--- config.mk ---
export PLATFORM = sky130hd
export DESIGN_NAME = hazard_ctrl_flat
export DESIGN_NICKNAME = d
export VERILOG_FILES = /design/src/rtl/hazard_ctrl_pkg.sv /design/src/rtl/hazard_ctrl_if.sv /design/src/rtl/hazard_ctrl_sat_counter.sv /design/src/rtl/hazard_ctrl.sv /design/src/flat_wrapper.sv
export SDC_FILE = /design/constraint.sdc
export NUM_CORES = 1
export LEC_CHECK = 0
export CORE_UTILIZATION = 49
export DETAILED_ROUTE_END_ITERATION = 10
export PLACE_DENSITY = 0.81
export SETUP_SLACK_MARGIN = 0.02
export SLEW_MARGIN = 20
export SYNTH_ARGS = -nofsm -noshare
export SYNTH_HDL_FRONTEND = slang
export SYNTH_SLANG_ARGS = --single-unit
--- constraint.sdc ---
create_clock -name clk -period 2.73 [get_ports clk]
set_input_delay 0.273 -clock clk [delete_from_list [all_inputs] [get_ports clk]]
set_output_delay 0.273 -clock clk [all_outputs]
set_load 0.005 [all_outputs]
--- src/rtl/hazard_ctrl_pkg.sv ---
// rtl/hazard_ctrl_pkg.sv - shared types and constants for the pipeline hazard controller
package hazard_ctrl_pkg;
   typedef enum logic {RUN, MDU_WAIT} state_t;
   localparam int REG_W = 5;
   localparam logic [REG_W-1:0] REG_ZERO = 5'd0;
endpackage

--- src/rtl/hazard_ctrl_if.sv ---
// rtl/hazard_ctrl_if.sv - pipeline hazard inputs and register enable/flush controls
interface hazard_ctrl_if;
   logic [hazard_ctrl_pkg::REG_W-1:0] rs_id;
   logic [hazard_ctrl_pkg::REG_W-1:0] rt_id;
   logic [hazard_ctrl_pkg::REG_W-1:0] ex_rt;
   logic id_uses_rt;
   logic jump_id;
   logic ex_mem_read;
   logic branch_taken_ex;
   logic mdu_start_ex;
   logic pc_write;
   logic IF_ID_keep;
   logic if_id_flush;
   logic id_ex_keep;
   logic id_ex_flush;
   logic ex_mem_flush;
   logic mdu_busy;

   modport master (
      output rs_id, rt_id, ex_rt, id_uses_rt, jump_id, ex_mem_read, branch_taken_ex, mdu_start_ex,
      input  pc_write, IF_ID_keep, if_id_flush, id_ex_keep, id_ex_flush, ex_mem_flush, mdu_busy
   );

   modport slave (
      input  rs_id, rt_id, ex_rt, id_uses_rt, jump_id, ex_mem_read, branch_taken_ex, mdu_start_ex,
      output pc_write, IF_ID_keep, if_id_flush, id_ex_keep, id_ex_flush, ex_mem_flush, mdu_busy
   );
endinterface

--- src/rtl/hazard_ctrl_sat_counter.sv ---
// rtl/hazard_ctrl_sat_counter.sv - saturating up-counter with synchronous active-low reset
module sat_counter #(
   parameter int CNT_W = 32
) (
   input  logic             clk,
   input  logic             rst,
   input  logic             inc,
   output logic [CNT_W-1:0] count
);
   localparam logic [CNT_W-1:0] ONE = {{(CNT_W-1){1'b0}}, 1'b1};

   always_ff @(posedge clk) begin
      if (!rst)
         count <= '0;
      else if (inc && (count != '1))
         count <= count + ONE;
   end
endmodule

--- src/rtl/hazard_ctrl.sv ---
// rtl/hazard_ctrl.sv - load-use, redirect and MULT/DIV stall control for the 5-stage pipeline
module hazard_ctrl
   import hazard_ctrl_pkg::*;
#(
   parameter int MDU_CYCLES = 4,
   parameter int CNT_W      = 32
) (
   input  logic             clk,
   input  logic             rst,
   hazard_ctrl_if.slave     hz,
   output logic [CNT_W-1:0] stall_cnt
);
   localparam logic [7:0] CNT_INIT = 8'(MDU_CYCLES - 2);

   state_t     state;
   logic [7:0] cnt;
   logic       load_use;

   assign load_use = hz.ex_mem_read && (hz.ex_rt != REG_ZERO) &&
                     ((hz.ex_rt == hz.rs_id) || (hz.id_uses_rt && (hz.ex_rt == hz.rt_id)));

   // A branch in EX squashes the MULT/DIV decode, so it never enters MDU_WAIT.
   always_ff @(posedge clk) begin
      if (!rst) begin
         state <= RUN;
         cnt   <= 8'd0;
      end else begin
         case (state)
            RUN: begin
               if (!hz.branch_taken_ex && hz.mdu_start_ex) begin
                  state <= MDU_WAIT;
                  cnt   <= CNT_INIT;
               end
            end
            MDU_WAIT: begin
               if (cnt != 8'd0)
                  cnt <= cnt - 8'd1;
               else
                  state <= RUN;
            end
            default: state <= RUN;
         endcase
      end
   end

   always_comb begin
      hz.pc_write     = 1'b1;
      hz.IF_ID_keep   = 1'b1;
      hz.if_id_flush  = 1'b0;
      hz.id_ex_keep   = 1'b1;
      hz.id_ex_flush  = 1'b0;
      hz.ex_mem_flush = 1'b0;
      hz.mdu_busy     = (state == MDU_WAIT);
      if (state == RUN) begin
         if (hz.branch_taken_ex) begin
            hz.if_id_flush = 1'b1;
            hz.id_ex_flush = 1'b1;
         end else if (hz.mdu_start_ex) begin
            hz.pc_write     = 1'b0;
            hz.IF_ID_keep   = 1'b0;
            hz.id_ex_keep   = 1'b0;
            hz.ex_mem_flush = 1'b1;
         end else if (load_use) begin
            hz.pc_write    = 1'b0;
            hz.IF_ID_keep  = 1'b0;
            hz.id_ex_flush = 1'b1;
         end else if (hz.jump_id) begin
            hz.if_id_flush = 1'b1;
         end
      end else if (cnt != 8'd0) begin
         hz.pc_write     = 1'b0;
         hz.IF_ID_keep   = 1'b0;
         hz.id_ex_keep   = 1'b0;
         hz.ex_mem_flush = 1'b1;
      end
   end

   sat_counter #(.CNT_W(CNT_W)) u_stall_cnt (
      .clk   (clk),
      .rst   (rst),
      .inc   (!hz.pc_write),
      .count (stall_cnt)
   );
endmodule

--- src/flat_wrapper.sv ---
// flat-port wrapper written by rule: the top's interface ports become plain ports
module hazard_ctrl_flat import hazard_ctrl_pkg::*;
#(
   parameter int MDU_CYCLES = 4,
   parameter int CNT_W      = 32
)
  (clk, rst, stall_cnt, hz_rs_id, hz_rt_id, hz_ex_rt, hz_id_uses_rt, hz_jump_id, hz_ex_mem_read, hz_branch_taken_ex, hz_mdu_start_ex, hz_pc_write, hz_IF_ID_keep, hz_if_id_flush, hz_id_ex_keep, hz_id_ex_flush, hz_ex_mem_flush, hz_mdu_busy);
  hazard_ctrl_if hz_i ();
  input  logic clk;
  input  logic rst;
  output logic [CNT_W-1:0] stall_cnt;
  input wire logic [$bits(hz_i.rs_id)-1:0] hz_rs_id;
  input wire logic [$bits(hz_i.rt_id)-1:0] hz_rt_id;
  input wire logic [$bits(hz_i.ex_rt)-1:0] hz_ex_rt;
  input wire logic [$bits(hz_i.id_uses_rt)-1:0] hz_id_uses_rt;
  input wire logic [$bits(hz_i.jump_id)-1:0] hz_jump_id;
  input wire logic [$bits(hz_i.ex_mem_read)-1:0] hz_ex_mem_read;
  input wire logic [$bits(hz_i.branch_taken_ex)-1:0] hz_branch_taken_ex;
  input wire logic [$bits(hz_i.mdu_start_ex)-1:0] hz_mdu_start_ex;
  output wire logic [$bits(hz_i.pc_write)-1:0] hz_pc_write;
  output wire logic [$bits(hz_i.IF_ID_keep)-1:0] hz_IF_ID_keep;
  output wire logic [$bits(hz_i.if_id_flush)-1:0] hz_if_id_flush;
  output wire logic [$bits(hz_i.id_ex_keep)-1:0] hz_id_ex_keep;
  output wire logic [$bits(hz_i.id_ex_flush)-1:0] hz_id_ex_flush;
  output wire logic [$bits(hz_i.ex_mem_flush)-1:0] hz_ex_mem_flush;
  output wire logic [$bits(hz_i.mdu_busy)-1:0] hz_mdu_busy;
  assign hz_i.rs_id = hz_rs_id;
  assign hz_i.rt_id = hz_rt_id;
  assign hz_i.ex_rt = hz_ex_rt;
  assign hz_i.id_uses_rt = hz_id_uses_rt;
  assign hz_i.jump_id = hz_jump_id;
  assign hz_i.ex_mem_read = hz_ex_mem_read;
  assign hz_i.branch_taken_ex = hz_branch_taken_ex;
  assign hz_i.mdu_start_ex = hz_mdu_start_ex;
  assign hz_pc_write = hz_i.pc_write;
  assign hz_IF_ID_keep = hz_i.IF_ID_keep;
  assign hz_if_id_flush = hz_i.if_id_flush;
  assign hz_id_ex_keep = hz_i.id_ex_keep;
  assign hz_id_ex_flush = hz_i.id_ex_flush;
  assign hz_ex_mem_flush = hz_i.ex_mem_flush;
  assign hz_mdu_busy = hz_i.mdu_busy;
  hazard_ctrl #(.MDU_CYCLES(MDU_CYCLES), .CNT_W(CNT_W)) u_core (.clk(clk), .rst(rst), .hz(hz_i), .stall_cnt(stall_cnt));
endmodule
==> qor.yml <==
run_status:
  outcome: "complete, but fails checks"
  violations: "DRC"
clock_network:
  htree_levels: 2
  clk_path_buf_depth: 2
  clockRootBuffer: "clkbuf_8"
  tritoncts: "done"
  postCtsHoldBufs: 0
  clock-sinks: 41
  cts_buffers: 5
  insertion_delay_ns: 0.30
  clkTransAtPathRegs_ns: 0.08
setup_path:
  path_cells: "clkdlybuf4s50_1 -> buf_4 -> or4_1 -> o21ai_1 -> o21ai_0 -> a21oi_1 -> clkdlybuf4s50_1"
  crit_path_end_kind: "output port"
  crit_fanout: 3
  start_kind: "input port"
  cp_slowest_stage_delay_ns: 0.52
  r2r_setup_slack_ns: 0.58
  rr_worst_depth: 6
  crit_top_cell: "clkdlybuf4s50_1"
  rr_startpoint: "u_core.u_stall_cnt.count[26]"
  crit_type: "input port to output port"
  slowest_stage: "clkdlybuf4s50_1"
  worstPathArrival_ns: 2.34
  required_ns: 2.46
  rr_endpoint: "u_core.u_stall_cnt.count[20]"
drt:
  drt-total-wl_mm: 5.65
  drtPass1Iterations: 7
  ant_nets: 0
  drt_iter0_drc: 107
  routed_via_density: 5.96
  vias: 2306
  detail_route.wl_per_cell_um: 14.6
  drc: 4
place:
  gp_congestion: 0.767
  dp_hpwl_mm: 3.87
  dpl_cell_area_sq_um: 2960
  io_buffers: 60
pwr:
  internal-power_mw: 1.07
  switching_share: 0.270
  pwr-share-seq: 0.440
  max-vdd-ir-drop_mv: 0.459
  p_switching_mw: 0.395
  pwr_density_cell_nw_per_um2: 468
  leakage_nw: 1.04
  power_mw: 1.46
  clockPowerShare: 0.354
  pwr-share-comb: 0.206
sta:
  finClkSkew_ns: 0.00387
  post-route-period-util: 0.956
  drv_slew: 0
  max_freq_mhz: 383
  timing.final.crit_period_ns: 2.61
  max_slew_margin: 0.689
  worst_slew_pin_slew_ns: 0.465
  setup_viol: 0
  hold_viol: 0
  hold_ws_ns: 0.490
  grt_setup_unrepaired: "true"
global_route:
  grt_use_met3: 0.0442
  overflow: 0
  use_met1: 0.310
  grt_max_degree: 43
  grtUsageTotal: 0.236
  antenna_found_initial: 0
  busiest_layer: "met2"
  grt_pass1_vias: 2064
  grt_pass1_wl_mm: 9.54
  grt_use_met2: 0.390
die:
  core_sq_um: 4440
  fp-row-count: 24
  io_pins: 61
  die_height_um: 70.7
  chipWidth_um: 70.7
  die_area_sq_um: 5000
  start_util: 0.521
yosys:
  yosysUniqueCellTypes: 43
  async_reset_ff_frac: 0
  synth_area_sq_um: 2310
  yosys_warnings: 0
  synth_seq_cells: 41
  synth_cells: 278
  syn_nets: 303
  syn_area_per_cell_sq_um: 8.33
  synthFlopType: "dfxtp_1"
  yosysSeqAreaShare: 0.355
  synth_edf_count: 0
cells_and_area:
  final_cell_area_sq_um: 3130
  area_growth_pct: 35.1
  drive_above_1_share: 0.0776
  n_antenna_cell: 0
  nNetsFinal: 359
hold_path:
  min_to: "u_core.u_stall_cnt.count[18]"
  hp-start: "u_core.u_stall_cnt.count[18]"
  hold_path.class: "register to register"
  holdPathStages: 2
run:
  maxCapViolCount: 0
worst max-delay path by stage:
stage | cells after the start | end | slack (ns) | from
3_5_place_dp | 8 | u_core.u_stall_cnt.count[29] | -0.06 | hz_ex_rt[3]
4_1_cts | 7 | hz_if_id_flush | 0.02 | hz_ex_rt[2]
6_report | 7 | hz_if_id_flush | 0.12 | hz_ex_rt[2]
5_1_grt | 7 | hz_if_id_flush | 0.02 | hz_ex_rt[2]
2_1_floorplan | 9 | hz_pc_write | 0.42 | u_core.cnt[2]
3_3_place_gp | 8 | u_core.u_stall_cnt.count[21] | -0.04 | hz_ex_rt[3]
critical path: cells and delay by family:
family                 cells  cell delay [ns]
AOI/OAI and AO/OA          3             0.47
and+or+nand+nor            1             0.48
buffers and inverters      3             1.12
layer usage:
layer  share of wire  vias to the layer above
met5               0                        -
met4           0.014                        0
met3           0.042                        8
met2            0.48                       51
met1            0.46                     1072
li1                -                     1175
registers in the layout, summed over array words and instances (netlist names):
name	flops
u_core.cnt	8
u_core.u_stall_cnt.count	32
u_core.hz.mdu_busy	1
what timing repair did:
action / CTS / global route
setup buffers: 0 / 0
pin swaps: 1 / 3
gates resized for setup: 2 / 8
setup endpoints to repair: 2 / 5
cells in the mapped netlist, types with 4 or more instances:
master	count	area, sq um
clkbuf_1	6	22.5
inv_1	7	26.3
o21ai_0	7	35.0
and4_1	6	52.6
nand3_1	12	60.1
nand4_1	10	62.6
a21oi_1	32	160
dfxtp_1	41	821
or3_1	5	31.3
and3_1	6	37.5
or4_1	25	188
nand2_1	17	63.8
and2_1	4	25.0
xor2_1	13	114
o31ai_1	24	180
buf_2	7	35.0
buf_4	4	30.0
nor2_1	17	63.8
cells in the final DEF (no fill, tap or decap), types with 2 or more instances in the layout:
cell,count
clkdlybuf4s50_1,56
dfxtp_1,41
a21oi_1,32
or4_1,25
o31ai_1,24
nor2_1,17
nand2_1,17
xor2_1,13
nand3_1,12
nand4_1,10
inv_1,7
buf_4,7
o21ai_0,6
and4_1,6
and3_1,6
clkbuf_8,6
or3_1,5
dlymetal6s2s_1,4
and2_1,3
o31a_1,3
nor4_1,3
o21a_1,3
ha_1,3
xnor2_1,2
buf_12,2
power groups by stage:
stage          Clock (mW)  Sequential [mW]  Combinational [mW]
2_1_floorplan           0            0.652               0.183
3_3_place_gp            0            0.656               0.283
3_5_place_dp            0            0.657               0.289
4_1_cts             0.522            0.645               0.299
5_1_grt             0.552            0.649               0.330
6_report            0.519            0.645               0.301
cell families after synthesis:
group                      share of synthesized area
AOI/OAI and AO/OA                              0.210
xor gates and xnor gates                      0.0568
adders and majority gates                     0.0162
buffers and inverters                         0.0638
DFF                                            0.355
and+or+nand+nor                                0.298
cell type report:
class,count,area (sq um)
flip-flops and latches,41,821
well taps,52,65.1
multi-input cells,209,1390
inverters,8,30.0
repair buffers,69,703
fillers,365,1320
clock buffers,6,82.6
clock inverters,2,37.5
metrics by stage:
stage | setup TNS (ns) | setup WS [ns] | util | instances
after CTS | 0 | 0.0242 | 0.698 | 387
after global placement | -0.582 | -0.0411 | 0.667 | 379
after floorplan | 0 | 0.418 | - | 278
after global routing | 0 | 0.0189 | 0.704 | 387
final | 0 | 0.119 | 0.704 | 387
after detailed placement | -1.06 | -0.0634 | 0.667 | 379
Power figures use the tool's default switching activity.
